## src/rtl/hex_scan_driver.sv

```systemverilog
// rtl/hex_scan_driver.sv - time-multiplexed, double-buffered 7-segment scan driver.
// Optional blink feature enabled by defining HEX_BLINK_EN.
module hex_scan_driver #(
  parameter int DIGITS    = 8,
  parameter int SCAN_DIV  = 100000,
  parameter int BLANK_CYC = 2,
  parameter int BLINK_FRM = 64
) (
  input  logic                  clk,
  input  logic                  rst,
  input  logic [4*DIGITS-1:0]   data,
  input  logic [DIGITS-1:0]     dig_en,
  input  logic                  load,
`ifdef HEX_BLINK_EN
  input  logic [DIGITS-1:0]     blink,
`endif
  output logic [6:0]            hex,
  output logic [DIGITS-1:0]     hex_on,
  output logic                  frame_done
);

  localparam int IW = (DIGITS > 1) ? $clog2(DIGITS) : 1;
  localparam int PW = (SCAN_DIV > 1) ? $clog2(SCAN_DIV) : 1;

  logic [PW-1:0]         presc;
  logic [IW-1:0]         idx;
  logic [4*DIGITS-1:0]   pend_data, act_data;
  logic [DIGITS-1:0]     pend_en, act_en;
  logic                  last_slot, boundary, lit;
  logic [3:0]            nib;

`ifdef HEX_BLINK_EN
  localparam int FW = (BLINK_FRM > 1) ? $clog2(BLINK_FRM) : 1;
  logic [DIGITS-1:0]     pend_blink, act_blink;
  logic [FW-1:0]         frm_cnt;
  logic                  phase;
`endif

  function automatic logic [6:0] decode(input logic [3:0] v);
    case (v)
      4'h0: decode = 7'h40;  4'h1: decode = 7'h79;
      4'h2: decode = 7'h24;  4'h3: decode = 7'h30;
      4'h4: decode = 7'h19;  4'h5: decode = 7'h12;
      4'h6: decode = 7'h02;  4'h7: decode = 7'h78;
      4'h8: decode = 7'h00;  4'h9: decode = 7'h10;
      4'hA: decode = 7'h08;  4'hB: decode = 7'h03;
      4'hC: decode = 7'h46;  4'hD: decode = 7'h21;
      4'hE: decode = 7'h06;  default: decode = 7'h0E;
    endcase
  endfunction

  always_comb begin
    last_slot = (presc == PW'(SCAN_DIV - 1));
    boundary  = last_slot && (idx == IW'(DIGITS - 1));
    nib       = act_data[{idx, 2'b00} +: 4];
    lit       = (presc >= PW'(BLANK_CYC)) && act_en[idx];
`ifdef HEX_BLINK_EN
    if (phase && act_blink[idx]) lit = 1'b0;
`endif
  end

  always_ff @(posedge clk or posedge rst) begin
    if (rst) begin
      presc      <= '0;
      idx        <= '0;
      pend_data  <= '0;
      pend_en    <= '0;
      act_data   <= '0;
      act_en     <= '0;
      hex        <= 7'h7F;
      hex_on     <= '1;
      frame_done <= 1'b0;
`ifdef HEX_BLINK_EN
      pend_blink <= '0;
      act_blink  <= '0;
      frm_cnt    <= '0;
      phase      <= 1'b0;
`endif
    end else begin
      frame_done <= boundary;

      if (last_slot) begin
        presc <= '0;
        idx   <= (idx == IW'(DIGITS - 1)) ? '0 : idx + IW'(1);
      end else begin
        presc <= presc + PW'(1);
      end

      if (load) begin
        pend_data <= data;
        pend_en   <= dig_en;
      end

      // A load landing on the boundary bypasses pending so it shows next frame.
      if (boundary) begin
        act_data <= load ? data   : pend_data;
        act_en   <= load ? dig_en : pend_en;
      end

`ifdef HEX_BLINK_EN
      if (load) pend_blink <= blink;
      if (boundary) begin
        act_blink <= load ? blink : pend_blink;
        if (frm_cnt == FW'(BLINK_FRM - 1)) begin
          frm_cnt <= '0;
          phase   <= ~phase;
        end else begin
          frm_cnt <= frm_cnt + FW'(1);
        end
      end
`endif

      if (lit) begin
        hex_on <= ~(DIGITS'(1) << idx);
        hex    <= decode(nib);
      end else begin
        hex_on <= '1;
        hex    <= 7'h7F;
      end
    end
  end

endmodule

```

## config.mk

```make
export PLATFORM = sky130hd
export DESIGN_NAME = hex_scan_driver
export DESIGN_NICKNAME = d
export VERILOG_FILES = /design/src/rtl/hex_scan_driver.sv
export SDC_FILE = /design/constraint.sdc
export NUM_CORES = 1
export LEC_CHECK = 0
export ABC_AREA = 0
export CELL_PAD_IN_SITES_DETAIL_PLACEMENT = 0
export CELL_PAD_IN_SITES_GLOBAL_PLACEMENT = 1
export CORE_MARGIN = 2
export CORE_UTILIZATION = 50
export DETAILED_ROUTE_END_ITERATION = 6
export GPL_ROUTABILITY_DRIVEN = 0
export GPL_TIMING_DRIVEN = 0
export PLACE_DENSITY_LB_ADDON = 0.25
export SYNTH_ARGS = -nofsm -noshare
export SYNTH_HDL_FRONTEND = slang
export SYNTH_SLANG_ARGS = --single-unit
```

## constraint.sdc

```tcl
create_clock -name clk -period 5.35 [get_ports clk]
set_input_delay 0.535 -clock clk [delete_from_list [all_inputs] [get_ports clk]]
set_output_delay 0.535 -clock clk [all_outputs]
set_load 0.01 [all_outputs]
```

**Word level (Yosys, flattened, before mapping)**

Memory sizes are Yosys's and may differ from the RTL's.
Cells that the tools add are included.

- Eq/ne operators: 2
- Magnitude comparators: 2
- Bitwise gates (word level): 1
- $add $sub $neg: 2
- Reductions and logical operators: 2
- Shifts and indexed selects: 2
- Muxes and demuxes: 8

Operator list:

| operator | number |
|---|---|
| 2-to-1 mux 32 bit | 1 |
| indexed part select 32 x 6 -> 4 bit | 1 |
| adder 17 x 1 -> 17 bit, second input constant | 1 |
| equality test 17 bit, second input constant | 1 |
| greater-or-equal comparator 17 x 2 -> 1 bit, second input constant | 1 |
| 2-to-1 mux 17 bit | 1 |
| 2-to-1 mux 8 bit | 2 |
| NOT 8 bit | 1 |
| left shift 1 x 3 -> 8 bit, first input constant | 1 |
| 2-to-1 mux 7 bit | 1 |
| less-than comparator 3 x 4 -> 1 bit, second input constant | 1 |
| adder 3 x 1 -> 3 bit, second input constant | 1 |
| binary-select mux 1 bit (select 3 bit) | 1 |
| equality test 3 bit, second input constant | 1 |
| 2-to-1 mux 3 bit | 1 |
| logical AND 1 bit | 2 |
| 2-to-1 mux 1 bit | 1 |

- Memories kept: 1
- ROM bits: 112
- Logic and storage cells: 29
- Output and inout port bits: 16
- Bits of input ports: 43
- Register bits after elaboration: 116

Memory list:

| memory | words | bits a word | read ports | clocked after Yosys merged registers in | write ports | line | source |
|---|---|---|---|---|---|---|---|
| (no name shown) | 16 | 7 | 1 | 0 | 0 | 40 | `case (v)` |

**Longest topological paths before layout**

- Depth after elaboration: 4
- Mapped depth: 9
- Gate-level depth less buffers: 8

**Worst setup path before layout**

No wires, ideal clock.

- Kind: register to register
- Start: reg idx[0]
- End: reg hex[4]
- Slack: 3.114 ns
- Data required time: 5.251 ns
- Setup time: 0.099 ns
- Clock period less this slack: 2.236 ns
- Arrival time: 2.136 ns
- Cell stages (with the launch flop): 8
- Buffers on the path: 1
- Path through: dfrtp_1 > buf_2 > mux4_2 > mux2_2 > ha_1 > mux2_2 > nand2_1 > o211ai_1

- Word-level cells in the longest chain between the ends: 4
- Elaborated cells on any way between the ends: 6
- Those cells by class: 1 x shift; 3 x mux; 1 x reduce/logical; 1 x memory

Ends and longest elaborated chain:

| item | line | source |
|---|---|---|
| start: declaration | 26 | `logic [IW-1:0] idx;` |
| start signal: assignment | 84 | `idx <= (idx == IW'(DIGITS - 1)) ? '0 : idx + IW'(1);` |
| branches (longest 3 deep; another with memory read (16 x 7 bit)) | -- |  |
| 2-to-1 mux 7 bit (*) | 113 | `if (lit) begin` |
| end signal: assignment | 115 | `hex <= decode(nib);` |
| end: declaration | 17 | `output logic [6:0] hex,` |

Every way passes the cells marked *. The select of a mux whose other input is x is not followed.
A chain may end at the register's enable or synchronous reset.

**Worst setup path after layout**

- Start: reg idx[0]
- End: reg hex[3]

The elaborated chain is that of the path after synthesis.

==> load_flow_metrics.sql <==
INSERT INTO impl_metrics (metric_group, metric, value, unit) VALUES
('status', 'result_of_the_run', 'completed', ''),
('power_and_ir_drop', 'swShare', '22.3', '%'),
('cts', 'tritoncts', 'yes', ''),
('power_and_ir_drop', 'total_switching_power', '493', 'uW'),
('floorplan', 'design.die.area', '11100', 'sq um'),
('worst_setup_path', 'largest_fanout_on_the_critical_path', '10', ''),
('cts', 'cts_resized', '0', ''),
('power_and_ir_drop', 'sequentialPowerShare', '42.9', '%'),
('detailed_routing', 'route.detailed.vias_per_inst', '5.06', ''),
('power_and_ir_drop', 'cell_internal_pwr', '1720', 'uW'),
('worst_setup_path', 'path_cells', 'buf_2, mux4_2, mux2_2, inv_1, ha_1, nand2_1, o21ai_0, o211ai_1', ''),
('global_route', 'first_pass_grt_wire_length', '16000', 'um'),
('worst_setup_path', 'worst_path_max_delay_cell', 'sky130_fd_sc_hd__mux4_2', ''),
('synthesis', 'synth.avg_cell_area', '14.7', 'sq um'),
('run', 'max_capacitance_violation_total', '0', ''),
('layout', 'area.growth.synth_to_final', '26.4', '%'),
('synthesis', 'ys_seq_elements', '116', ''),
('detailed_routing', 'wirelength', '9350', 'um'),
('sta', 'fmaxAchievable', '382', 'MHz'),
('cts', 'clkSinkCount', '116', ''),
('worst_setup_path', 'crit_type', 'reg -> reg', ''),
('cts', 'cts_made_buffers', '17', ''),
('global_route', 'first_global_vias', '3124', ''),
('power_and_ir_drop', 'vdd.ir_drop.worst', '0.207', 'mV'),
('worst_hold_path', 'hold_path_class', 'in -> async', ''),
('power_and_ir_drop', 'power.density', '339', 'nW/um^2'),
('sta', 'hold_viol', '0', ''),
('cts', 'holdBufCountCts', '0', ''),
('floorplan', 'coreArea', '10200', 'sq um'),
('cts', 'clock_insertion_delay_worst_skew', '0.52', 'ns'),
('sta', 'timing.final.ws_setup', '2.73', 'ns'),
('power_and_ir_drop', 'finalPower', '2210', 'uW'),
('sta', 'rsz0062_at_grt', 'no', ''),
('sta', 'tightest_slew', '0.651', 'ns'),
('cts', 'cts-root-to-sink-buffers', '2', ''),
('synthesis', 'synth_flop_type', 'sky130_fd_sc_hd__dfrtp_1', ''),
('synthesis', 'ys_seq_area_share', '56.7', '%'),
('place', 'detailedPlacementHpwl', '6480', 'um'),
('global_route', 'grt-ovfl-total', '0', ''),
('floorplan', 'ios', '59', ''),
('floorplan', 'std_cell_rows', '37', ''),
('layout', 'final-instance-count-excl-fill', '577', ''),
('layout', 'final_net_count', '485', ''),
('sta', 'timing.max_slew.rel_slack', '56.6', '%'),
('synthesis', 'yosysUniqueCellTypes', '37', ''),
('place', 'port_buffers', '57', ''),
('synthesis', 'synthArstFlopShare', '100', '%'),
('cts', 'post_cts.repair.setup_buffers', '0', ''),
('synthesis', 'synthesis.instances', '351', ''),
('detailed_routing', 'detail_route.drc_violations', '0', ''),
('detailed_routing', 'detail_route.first_pass.iterations', '4', ''),
('worst_setup_path', 'timing.critical_path.max_delay_family', 'multiplexers', ''),
('cts', 'root_buffer', 'sky130_fd_sc_hd__clkbuf_8', ''),
('detailed_routing', 'via_total_after_detailed_routing', '2922', ''),
('worst_setup_path', 'critPathMaxStageDelay', '0.57', 'ns'),
('sta', 'final.setup.tns', '0', 'ns'),
('detailed_routing', 'drt-initial-drc-count', '108', ''),
('worst_setup_path', 'worst_setup_path_start_kind', 'flip-flop', ''),
('synthesis', 'synth_edf_count', '0', ''),
('power_and_ir_drop', 'power_leakage', '0.00299', 'uW'),
('cts', 'htree_levels', '4', ''),
('detailed_routing', 'routedWlPerCell', '16.2', 'um'),
('floorplan', 'chipHeight', '106', 'um'),
('layout', 'antennaDiodeCount', '0', ''),
('global_route', 'globalRouteTotalUtil', '19.0', '%'),
('global_route', 'grt_max_degree', '67', ''),
('layout', 'layout.cells.most_common_list', 'sky130_fd_sc_hd__dfrtp_1 (101), sky130_fd_sc_hd__clkdlybuf4s50_1 (57), sky130_fd_sc_hd__mux2_2 (43), sky130_fd_sc_hd__mux2_4 (39), sky130_fd_sc_hd__nand2_1 (21)', ''),
('layout', 'drive_above_1_share', '34.7', '%'),
('layout', 'final_util', '64.0', '%'),
('synthesis', 'post_synth_instance_area', '5150', 'sq um'),
('sta', 'skew', '0.0139', 'ns');
==> logic make-up after synthesis <==
group | synth area share, %
DFF | 56.7
muxes | 26.1
and+or+nand+nor | 6.63
buffers and inverters | 2.55
AOI/OAI and AO/OA | 2.28
xor gates and xnor gates | 2.38
adders and majority gates | 3.40
==> through the flow <==
| step | cell area, sq um | hold WS (ns) |
|---|---|---|
| 2_1_floorplan | 5150 | 0.469 |
| 3_3_place_gp | 5900 | 0.481 |
| 3_5_place_dp | 5930 | 0.485 |
| 4_1_cts | 6520 | 0.467 |
| 5_1_grt | 6520 | 0.515 |
| 6_report | 6520 | 0.467 |
==> power by group through the flow <==
stage               Clock, uW  Sequential (uW)  Combinational, uW
global placement            0              960                156
CTS                      1120              948                164
detailed placement          0              963                163
global route             1160              953                177
floorplan                   0              957               99.6
finish                   1100              947                161
==> final cells by class <==
| cell class | instances | area (sq um) |
|---|---|---|
| Fill cell | 791 | 3670 |
| Sequential cell | 116 | 2920 |
| Clock buffer | 19 | 442 |
| Clock inverter | 13 | 149 |
| Tap cell | 136 | 170 |
| Timing Repair Buffer | 58 | 598 |
| Buffer | 16 | 97.6 |
| Inverter | 9 | 36.3 |
| Multi-Input combinational cell | 210 | 2100 |
==> synthesized netlist by cell type, drive strengths merged (3+ instances only) <==
cell type | number | area [sq um]
dfstp | 15 | 394
mux2 | 82 | 1070
nor4 | 3 | 25.0
mux4 | 10 | 225
o21ai | 5 | 25.0
ha | 14 | 175
and2 | 3 | 18.8
nand4 | 3 | 18.8
clkbuf | 5 | 18.8
o211ai | 4 | 30.0
nor2 | 14 | 52.6
mux2i | 5 | 50.1
xor2 | 7 | 61.3
buf | 11 | 78.8
xnor2 | 7 | 61.3
dfrtp | 101 | 2530
and4 | 3 | 26.3
nand3 | 7 | 35.0
nand2 | 22 | 90.1
nand2b | 3 | 18.8
inv | 9 | 33.8
a21oi | 3 | 15.0
o221ai | 3 | 26.3
==> registers in the layout (all words and copies together), names as in the netlist <==
name        flops
act_data       32
pend_data      32
presc          17
act_en          8
hex_on          8
pend_en         8
hex             7
idx             3
frame_done      1
==> worst paths after layout <==
path / slack (ns) / endpoint / depth (start not counted) / from
max: 2.73 / hex[3] / 8 / idx[0]
min: 0.47 / presc[11] / 2 / rst
max reg2reg: 2.73 / hex[3] / 8 / idx[0]
min reg2reg: 0.49 / pend_data[1] / 1 / pend_data[1]
max in group asynchronous: 4.09 / hex[6] / 3 / rst
min in group clk: 0.49 / pend_data[1] / 1 / pend_data[1]
==> layer usage <==
layer	global-route usage [%]	share of wire, %	up-vias
li1	-	-	1393
met1	25.9	48	1450
met2	29.5	47	61
met3	4.64	3.6	18
met4	7.89	1.8	0
met5	0	0	-
No activity file was read; power rests on OpenSTA's default activity.
